<file path="config.mk">
export PLATFORM = sky130hd
export DESIGN_NAME = nf10_upb_aurora_pause_ctrl
export DESIGN_NICKNAME = d
export VERILOG_FILES = /design/src/rtl/nf10_upb_aurora_pause_ctrl_pkg.sv /design/src/rtl/nf10_upb_aurora_pause_ctrl.sv
export SDC_FILE = /design/constraint.sdc
export NUM_CORES = 1
export LEC_CHECK = 0
export ABC_AREA = 1
export CAP_MARGIN = 20
export CORE_UTILIZATION = 54
export CTS_BUF_LIST = sky130_fd_sc_hd__clkbuf_16
export CTS_CLUSTER_SIZE = 24
export DETAILED_ROUTE_END_ITERATION = 8
export PLACE_DENSITY = 0.8
export SYNTH_ARGS = -nofsm -noshare
export SYNTH_HDL_FRONTEND = slang
export SYNTH_SLANG_ARGS = --single-unit
</file>
<file path="constraint.sdc">
create_clock -name axi_aclk -period 2.4 [get_ports axi_aclk]
set_clock_uncertainty 0.2 [all_clocks]
set_input_delay 0.48 -clock axi_aclk [delete_from_list [all_inputs] [get_ports axi_aclk]]
set_output_delay 0.48 -clock axi_aclk [all_outputs]
set_load 0.01 [all_outputs]
</file>
<file path="src/rtl/nf10_upb_aurora_pause_ctrl_pkg.sv">
// Shared definitions for the Aurora link-level pause controller:
// FSM state encoding, pause episode counter width and a saturating increment.
package nf10_upb_aurora_pause_ctrl_pkg;

    localparam int unsigned PAUSE_CNT_W = 16;

    typedef enum logic [2:0] {
        ST_LINK_DOWN   = 3'd0,
        ST_RUNNING     = 3'd1,
        ST_SEND_PAUSE  = 3'd2,
        ST_PAUSED      = 3'd3,
        ST_SEND_RESUME = 3'd4
    } pause_state_e;

    // Increment that sticks at all-ones instead of wrapping.
    function automatic logic [PAUSE_CNT_W-1:0] sat_inc(input logic [PAUSE_CNT_W-1:0] v);
        return (&v) ? v : v + PAUSE_CNT_W'(1);
    endfunction

endpackage

</file>
<file path="src/rtl/nf10_upb_aurora_pause_ctrl.sv">
// Link-level flow-control controller for the Aurora endpoint.
// Watches the RX FIFO fill level and sequences pause/resume requests to the
// Aurora TX path, holding each request until the TX path acknowledges it.
// While paused the pause request is periodically re-sent; a dropped channel
// forces a re-settle before normal operation resumes.
//
// Ports:
//   axi_aclk               clock (Aurora user clock domain)
//   axi_reset              synchronous active-high reset
//   channel_up             Aurora channel status
//   rx_fill_level          RX FIFO occupancy
//   force_pause            management override, holds the peer paused
//   pause_ack              one-cycle pulse, pending flow-control word sent
//   flow_control_pause_req request pending (held until pause_ack)
//   flow_control_pause_val 1 = pause, 0 = resume; valid while req = 1
//   remote_paused          last acknowledged value sent to the peer
//   pause_count            saturating count of pause episodes
module nf10_upb_aurora_pause_ctrl
    import nf10_upb_aurora_pause_ctrl_pkg::*;
#(
    parameter int unsigned C_FILL_WIDTH       = 10,
    parameter int unsigned C_PAUSE_THRESHOLD  = 768,
    parameter int unsigned C_RESUME_THRESHOLD = 256,
    parameter int unsigned C_REFRESH_CYCLES   = 4096,
    parameter int unsigned C_SETTLE_CYCLES    = 16
) (
    input  logic                    axi_aclk,
    input  logic                    axi_reset,
    input  logic                    channel_up,
    input  logic [C_FILL_WIDTH-1:0] rx_fill_level,
    input  logic                    force_pause,
    input  logic                    pause_ack,
    output logic                    flow_control_pause_req,
    output logic                    flow_control_pause_val,
    output logic                    remote_paused,
    output logic [PAUSE_CNT_W-1:0]  pause_count
);

    localparam int unsigned LP_REF_W = (C_REFRESH_CYCLES > 1) ? $clog2(C_REFRESH_CYCLES) : 1;
    localparam int unsigned LP_SET_W = (C_SETTLE_CYCLES > 1) ? $clog2(C_SETTLE_CYCLES) : 1;

    localparam logic [C_FILL_WIDTH-1:0] LP_PAUSE_TH  = C_FILL_WIDTH'(C_PAUSE_THRESHOLD);
    localparam logic [C_FILL_WIDTH-1:0] LP_RESUME_TH = C_FILL_WIDTH'(C_RESUME_THRESHOLD);
    localparam logic [LP_REF_W-1:0]     LP_REF_LOAD  = LP_REF_W'(C_REFRESH_CYCLES - 1);
    localparam logic [LP_SET_W-1:0]     LP_SET_LAST  = LP_SET_W'(C_SETTLE_CYCLES - 1);

    pause_state_e            r_state;
    pause_state_e            w_state_nxt;
    logic [LP_SET_W-1:0]     r_settle;
    logic [LP_SET_W-1:0]     w_settle_nxt;
    logic [LP_REF_W-1:0]     r_refresh;
    logic [LP_REF_W-1:0]     w_refresh_nxt;
    logic                    r_req;
    logic                    w_req_nxt;
    logic                    r_val;
    logic                    w_val_nxt;
    logic                    r_remote_paused;
    logic                    w_remote_paused_nxt;
    logic [PAUSE_CNT_W-1:0]  r_pause_count;
    logic [PAUSE_CNT_W-1:0]  w_pause_count_nxt;

    logic                    w_pause_cond;
    logic                    w_resume_cond;

    // Hysteresis conditions: fills between the thresholds satisfy neither.
    assign w_pause_cond  = (rx_fill_level >= LP_PAUSE_TH) || force_pause;
    assign w_resume_cond = (rx_fill_level <= LP_RESUME_TH) && !force_pause;

    // State and registered outputs.
    always_ff @(posedge axi_aclk) begin
        if (axi_reset) begin
            r_state         <= ST_LINK_DOWN;
            r_settle        <= '0;
            r_refresh       <= '0;
            r_req           <= 1'b0;
            r_val           <= 1'b0;
            r_remote_paused <= 1'b0;
            r_pause_count   <= '0;
        end else begin
            r_state         <= w_state_nxt;
            r_settle        <= w_settle_nxt;
            r_refresh       <= w_refresh_nxt;
            r_req           <= w_req_nxt;
            r_val           <= w_val_nxt;
            r_remote_paused <= w_remote_paused_nxt;
            r_pause_count   <= w_pause_count_nxt;
        end
    end

    // Next-state logic; channel loss takes priority over everything, including an ack.
    always_comb begin
        w_state_nxt         = r_state;
        w_settle_nxt        = r_settle;
        w_refresh_nxt       = r_refresh;
        w_remote_paused_nxt = r_remote_paused;
        w_pause_count_nxt   = r_pause_count;

        if ((r_state != ST_LINK_DOWN) && !channel_up) begin
            w_state_nxt         = ST_LINK_DOWN;
            w_settle_nxt        = '0;
            w_remote_paused_nxt = 1'b0;
        end else begin
            case (r_state)
                ST_LINK_DOWN: begin
                    if (!channel_up) begin
                        w_settle_nxt = '0;
                    end else if (r_settle == LP_SET_LAST) begin
                        w_settle_nxt = '0;
                        w_state_nxt  = ST_RUNNING;
                    end else begin
                        w_settle_nxt = r_settle + LP_SET_W'(1);
                    end
                end
                ST_RUNNING: begin
                    if (w_pause_cond) begin
                        w_state_nxt       = ST_SEND_PAUSE;
                        w_pause_count_nxt = sat_inc(r_pause_count);
                    end
                end
                ST_SEND_PAUSE: begin
                    if (pause_ack) begin
                        w_state_nxt         = ST_PAUSED;
                        w_remote_paused_nxt = 1'b1;
                        w_refresh_nxt       = LP_REF_LOAD;
                    end
                end
                ST_PAUSED: begin
                    if (w_resume_cond) begin
                        w_state_nxt = ST_SEND_RESUME;
                    end else if (r_refresh == '0) begin
                        w_state_nxt = ST_SEND_PAUSE;
                    end else begin
                        w_refresh_nxt = r_refresh - LP_REF_W'(1);
                    end
                end
                ST_SEND_RESUME: begin
                    // A pause condition here is deliberately ignored: the
                    // in-flight resume completes and RUNNING re-pauses.
                    if (pause_ack) begin
                        w_state_nxt         = ST_RUNNING;
                        w_remote_paused_nxt = 1'b0;
                    end
                end
                default: begin
                    w_state_nxt  = ST_LINK_DOWN;
                    w_settle_nxt = '0;
                end
            endcase
        end

        // Request outputs follow the state being entered, so they appear one cycle after sampling.
        w_req_nxt = (w_state_nxt == ST_SEND_PAUSE) || (w_state_nxt == ST_SEND_RESUME);
        w_val_nxt = (w_state_nxt == ST_SEND_PAUSE);
    end

    assign flow_control_pause_req = r_req;
    assign flow_control_pause_val = r_val;
    assign remote_paused          = r_remote_paused;
    assign pause_count            = r_pause_count;

endmodule

</file>
==> results.md, run 1 <==
- Die width: 67.0 um
- Row cnt: 23
- Fillers: 379
- Slowest stage delay, CP: 0.60 ns
- # resized after CTS: 0
- Critical-path cell list: clkdlybuf4s50_1
- Initial antenna violation count: 0
- GPL Wtd Cong: 0.864
- Yosys top cell area share: 0.333
- Vias in the first global route: 2,043
- Global-route usage over all layers: 0.250
- PortBufs: 33
- Cell area power density: 473 nW/um^2
- Distinct cell type count after synthesis: 30
- Share of layout cells above drive strength 1: 0.107
- Post-CTS Setup Inserts: 0
- CP max FO: 6
- Req. time, crit path: 1.72 ns
- DR iter-0 viols: 158
- Slew @ Worst Pin: 0.403 ns
- Pleak: 1.10 nW
- Status: finished, final reports clean
- Max_cap viols: 0
- WP buf/inv: 1
- Psw: 0.278 mW
- Post-DP HPWL: 3.68 mm
- Global-route wire length before repair: 8.52 mm
- Slew Limit Fails: 0
- Placement-stage cell area: 2640 sq um
- Power Internal: 1.04 mW
- Setup TNS Final: 0 ns
- Worst setup SP type: flop
- Die Span Y: 67.0 um
- HP Class: flop to flop
- Final setup margin: 0.369 ns
- Core area: 4030 sq um
- Relative slew slack: 0.729
- Final Hold Fails: 0
- Full die area: 4500 sq um
- CP endpoint kind: primary output
- CP arrival: 1.35 ns
- H-tree depth: 2
- Vias: 2,243
- Nets: 400
- Switching fraction of total power: 0.212
- Clk slew on worst S/H paths: 0.06 ns
- Final min period: 2.03 ns
- Pre-CTS WS: 0.187 ns
- RSZ-0062 raised after global routing: false
- Area contributors post-synth: dfxtp_1 33%, nand2_1 15%, nand3_1 7.9%
- Clk root buf: clkbuf_16
- WS Path Type: flop to primary output
- Synthesized Nets: 363
- Number of remaining DRC errors: 0
- Via density: 5.18
- Area leader, netlist: dfxtp_1
- F_max: 492 MHz
- Crit share post-route: 0.846
- GR Overflow Total: 0
- Synth Cell Area: 2280 sq um
- Post-Route WL: 5.15 mm
- Clk sink count: 38
- Seq/Total Area, Yosys: 0.333
- Total CTS buffers: 5
- Antenna cells: 0
- Clock Latency Late Sink: 0.28 ns
- Cell family with most CP delay: buffers and inverters
- Detailed Routing Iterations Pass 1: 4
- Final setup vio count: 0
- CTS tree: built
- Comb pwr share: 0.039
- Fin area: 2780 sq um
- Clk pwr share: 0.477
- Main synth FF type: dfxtp_1
- Largest net degree at the start of global routing: 25
- Average size of a mapped cell: 6.62 sq um
- Seq cells post-synth: 38
- Initial Util: 0.567
- EDFF count, synth: 0
- I/O pins: 34
- Sequential group share of total power: 0.483
- Cells after Synth: 345
- Critical path's slowest cell: clkdlybuf4s50_1
- Hold WS: 0.269 ns
- Antenna Nets Post-Route: 0
- DR WL/cell: 11.9 um
- Max IR drop VDD: 0.288 mV
- Syn. warnings: 0
- Clk buf depth: 2
- Fraction of registers with async set or reset after synthesis: 0
- Synth-to-layout area growth: 21.7%
- Hold-fix buffers, CTS: 0
[power by group through the flow]
stage               clock, mW  combinational (mW)  sequential, mW
floorplan                   0              0.0233           0.649
global route            0.663              0.0567           0.635
CTS                     0.633              0.0523           0.635
detailed placement          0              0.0522           0.649
global placement            0              0.0512           0.649
finish                  0.627              0.0514           0.635
[worst paths after layout]
check,start,endpoint,slack (ns),cells after the start
worst min-delay path,remote_paused,remote_paused,0.27,2
worst min register to register,remote_paused,remote_paused,0.27,2
worst max register to register,r_refresh[0],r_refresh[9],0.40,11
worst max-delay path,pause_count[5],pause_count[5],0.37,1
[logic make-up (layout without fill, tap and decap cells)]
logic type | after synthesis | after routing | synth area share
adders and majority gates | 3 | 3 | 0.0164
and+or+nand+nor | 201 | 201 | 0.391
buffers and inverters | 45 | 83 | 0.0926
xor gates and xnor gates | 13 | 13 | 0.0498
AOI/OAI and AO/OA | 45 | 45 | 0.117
DFF | 38 | 38 | 0.333
[synth_stat cells (3+ instances only)]
library cell and number:
nor3_1 10, nor2_1 40, nand3_1 36, o21ai_0 13, nand2_2 8, a21oi_1 20
xor2_1 7, nand2_1 92, nor2_2 3, xnor2_1 6, ha_1 3, inv_1 35
dfxtp_1 38, buf_6 3, a21oi_2 10
[flip-flops by register name, indices dropped and copies added, names as in the netlist]
register / flops
flow_control_pause_val: 1
remote_paused: 1
r_refresh: 12
r_settle: 4
flow_control_pause_req: 1
r_state: 3
pause_count: 16
[layer usage]
metal  up-vias  share of wire  GRT usage
met1       994           0.44      0.298
met3        11          0.041     0.0497
met5         -              0          0
met2        61           0.50      0.423
li1       1177              -          -
met4         0          0.022      0.120
[cell usage in the layout, fill, tap and decap left out]
| cell type | Yosys | routed |
|---|---|---|
| nand2_1 | 92 | 92 |
| nor2_1 | 40 | 40 |
| dfxtp_1 | 38 | 38 |
| inv_1 | 35 | 36 |
| nand3_1 | 36 | 36 |
| clkdlybuf4s50_1 | 0 | 33 |
| a21oi_1 | 20 | 20 |
| o21ai_0 | 13 | 13 |
| nor3_1 | 10 | 10 |
| a21oi_2 | 10 | 10 |
| nand2_2 | 8 | 8 |
| xor2_1 | 7 | 7 |
| xnor2_1 | 6 | 6 |
| clkbuf_16 | 0 | 5 |
| buf_4 | 1 | 5 |
| nor2_2 | 3 | 3 |
| ha_1 | 3 | 3 |
| inv_2 | 2 | 2 |
| nor3_2 | 2 | 2 |
| nand4_1 | 2 | 2 |
| nand3b_1 | 2 | 2 |
| or2_2 | 2 | 2 |
| and2_1 | 1 | 1 |
| a211oi_1 | 1 | 1 |
| nor2_4 | 1 | 1 |
| nand3_2 | 1 | 1 |
| nand2_4 | 1 | 1 |
| o31ai_1 | 1 | 1 |
| clkinv_2 | 0 | 1 |
| clkinv_1 | 0 | 1 |
[final cells by class]
cell class,instances,area [sq um],area share
timing repair buffer,38,368,0.132
sequential,38,761,0.274
multi-input combinational,262,1310,0.472
clock inverter,3,12.5,0.00450
clock buffer,5,125,0.0450
tap,50,62.6,0.0225
inverter,37,139,0.0500
[metrics by stage]
stage               power (mW)   util  std cells
finish                    1.31  0.690        433
global route              1.35  0.690        433
CTS                       1.32  0.690        433
detailed placement       0.701  0.656        425
global placement         0.700  0.656        425
floorplan                0.672      -        345
No activity file was read; power rests on OpenSTA's default activity.
==> run 2, diff against run 1 <==
- CORE_UTILIZATION: 54 -> 49
- PLACE_DENSITY: 0.8 -> 0.76
- clock period: 2.4 -> 1.6 ns (I/O delays scaled with it)
==> run 2 against run 1 <==
- the flow now finishes with violations (setup timing)
- setup slack got worse by 0.51 ns
- wire length increased by 53%
- final cell count increased by 16%
- sequential cell count stayed put
- power grew 51%
- via count grew 27%
- core utilization rose by 16 points
- global-route usage increased by 2.2 points
- final area increased by 34%
- critical endpoint is now pause_count[15]
==> results.md, run 2 (synthesis gave the netlist of run 1 again) <==
- F_max: 575 MHz
- Core area: 4410 sq um
- Initial Util: 0.518
- Antenna Nets Post-Route: 0
- Sequential group share of total power: 0.479
- CP max FO: 5
- Req. time, crit path: 1.57 ns
- Final min period: 1.74 ns
- Clk pwr share: 0.468
- CTS tree: built
- Final Non-Filler Cells: 501
- DR WL/cell: 15.7 um
- Register area: 779 sq um
- PortBufs: 33
- Global-route usage over all layers: 0.272
- Max IR drop VDD: 0.493 mV
- Failing checks: setup timing
- Final setup vio count: 28
- Final setup margin: -0.140 ns
- Final Hold Fails: 0
- Post-Route WL: 7.88 mm
- Slew @ Worst Pin: 0.371 ns
- Max_cap viols: 0
- GPL Wtd Cong: 0.938
- Psw: 0.430 mW
- Antenna cells: 0
- Clk root buf: clkbuf_16
- Grt met3 use: 0.0462
- CP arrival: 1.71 ns
- Worst setup SP type: flop
- RSZ-0062 raised after global routing: true
- Die Span Y: 70.3 um
- Clk slew on worst S/H paths: 0.06 ns
- Comb pwr share: 0.053
- H-tree depth: 2
- Placement-stage cell area: 3110 sq um
- Row cnt: 24
- Leading cell types in the layout, fill and taps excluded: 74 x nand2_1, 60 x buf_4, 30 x nand3_1
- Max reg flops: 16
- CP endpoint kind: flop
- Nets: 468
- Most common cell after layout, fill and taps aside: nand2_1
- Fin area: 3730 sq um
- Status: finished with violations
- Post-Route Utilization: 0.846
- Share of layout cells above drive strength 1: 0.412
- Vias in the first global route: 2,604
- DR iter-0 viols: 276
- Largest net degree at the start of global routing: 15
- Switching fraction of total power: 0.217
- Total CTS buffers: 5
- Number of remaining DRC errors: 0
- Clk buf depth: 2
- Pre-CTS WS: -0.509 ns
- Fillers: 232
- WS Path Type: flop to flop
- Pleak: 1.74 nW
- Met2 Use GR: 0.493
- Relative slew slack: 0.752
- Initial antenna violation count: 0
- Layer with the highest usage: met2
- Post-DP HPWL: 4.35 mm
- Slew Limit Fails: 0
- Dpl cells: 479
- HP Class: flop to flop
- Power Internal: 1.55 mW
- Cell area power density: 531 nW/um^2
- Full die area: 4940 sq um
- Detailed Routing Iterations Pass 1: 5
- Vias: 2,857
- Clk sink count: 38
- Global-route wire length before repair: 10.8 mm
- Met1 usage in global routing: 0.309
- GR Overflow Total: 0
- Die width: 70.3 um
- Via density: 5.70
- Clock Latency Late Sink: 0.29 ns
- Crit share post-route: 1.09
- Synth-to-layout area growth: 63.4%
- I/O pins: 34
- Multi-input logic area: 1650 sq um
==> run 2: changes by cell type in the layout (fill, tap and decap cells not counted), moves of 9 or more <==
cell	previous run	this run
dfxtp_1	38	27
clkdlybuf4s50_1	33	1
nor2_1	40	28
nand2_2	8	17
dfxtp_2	0	9
buf_4	5	60
dlymetal6s2s_1	0	9
dlygate4sd2_1	0	23
nand2_1	92	74
==> run 2: final cells by class <==
cell class,instances,share of cell area
clock buffer,5,0.0335
clock inverter,1,0.00101
inverter,37,0.0395
multi-input combinational,262,0.441
sequential,38,0.209
tap,52,0.0174
timing repair buffer,105,0.257
timing repair inverter,1,0.00201
==> run 2: stage by stage <==
stage                     setup TNS, ns  hold WS, ns  power [mW]
after floorplan                       0        0.258        1.01
after global placement           -12.78        0.262        1.07
after detailed placement         -13.96        0.276        1.07
after CTS                        -0.248        0.281        1.99
after global routing              -3.21        0.294        2.02
final                             -1.43        0.286        1.98
==> run 2: worst paths after layout <==
kind | from | endpoint | slack, ns | depth (start not counted)
worst min register to register | remote_paused | remote_paused | 0.29 | 2
worst max register to register | pause_count[5] | pause_count[15] | -0.14 | 7
worst max-delay path | pause_count[5] | pause_count[15] | -0.14 | 7
worst min-delay path | remote_paused | remote_paused | 0.29 | 2
==> run 2: worst max-delay path, cell delays in order (launching register included) <==
cell and delay (ns):
dfxtp_1 0.44, nand2_1 0.13, nor2_1 0.22, nand2_1 0.18, o21ai_0 0.26, nand2_1 0.07, nand2_1 0.07, a21oi_1 0.06
==> run 2: repair_timing <==
action / CTS / global route
gates resized for setup: 56 / 87
gates cloned: 1 / 1
endpoints found under the setup margin: 50 / 34
hold buffers: 0 / 0
pin swaps: 19 / 31
setup buffers: 7 / 7
==> run 2: power groups by stage <==
| stage | Clock [mW] | Combinational (mW) | Sequential, mW |
|---|---|---|---|
| 2_1_floorplan | 0 | 0.0349 | 0.973 |
| 5_1_grt | 0.963 | 0.112 | 0.949 |
| 3_3_place_gp | 0 | 0.0939 | 0.973 |
| 4_1_cts | 0.937 | 0.0984 | 0.952 |
| 6_report | 0.927 | 0.105 | 0.949 |
| 3_5_place_dp | 0 | 0.0966 | 0.973 |
==> run 2: layer usage <==
metal	share of wire	vias up
li1	-	1315
met1	0.38	1328
met2	0.51	173
met3	0.065	41
met4	0.044	0
met5	0	-
==> run 3, diff against run 2 <==
- GPL_ROUTABILITY_DRIVEN: unset -> 0
- RECOVER_POWER: unset -> 100
==> results of run 3 <==
Final layout, timing and power as in run 2 (identical DEF).
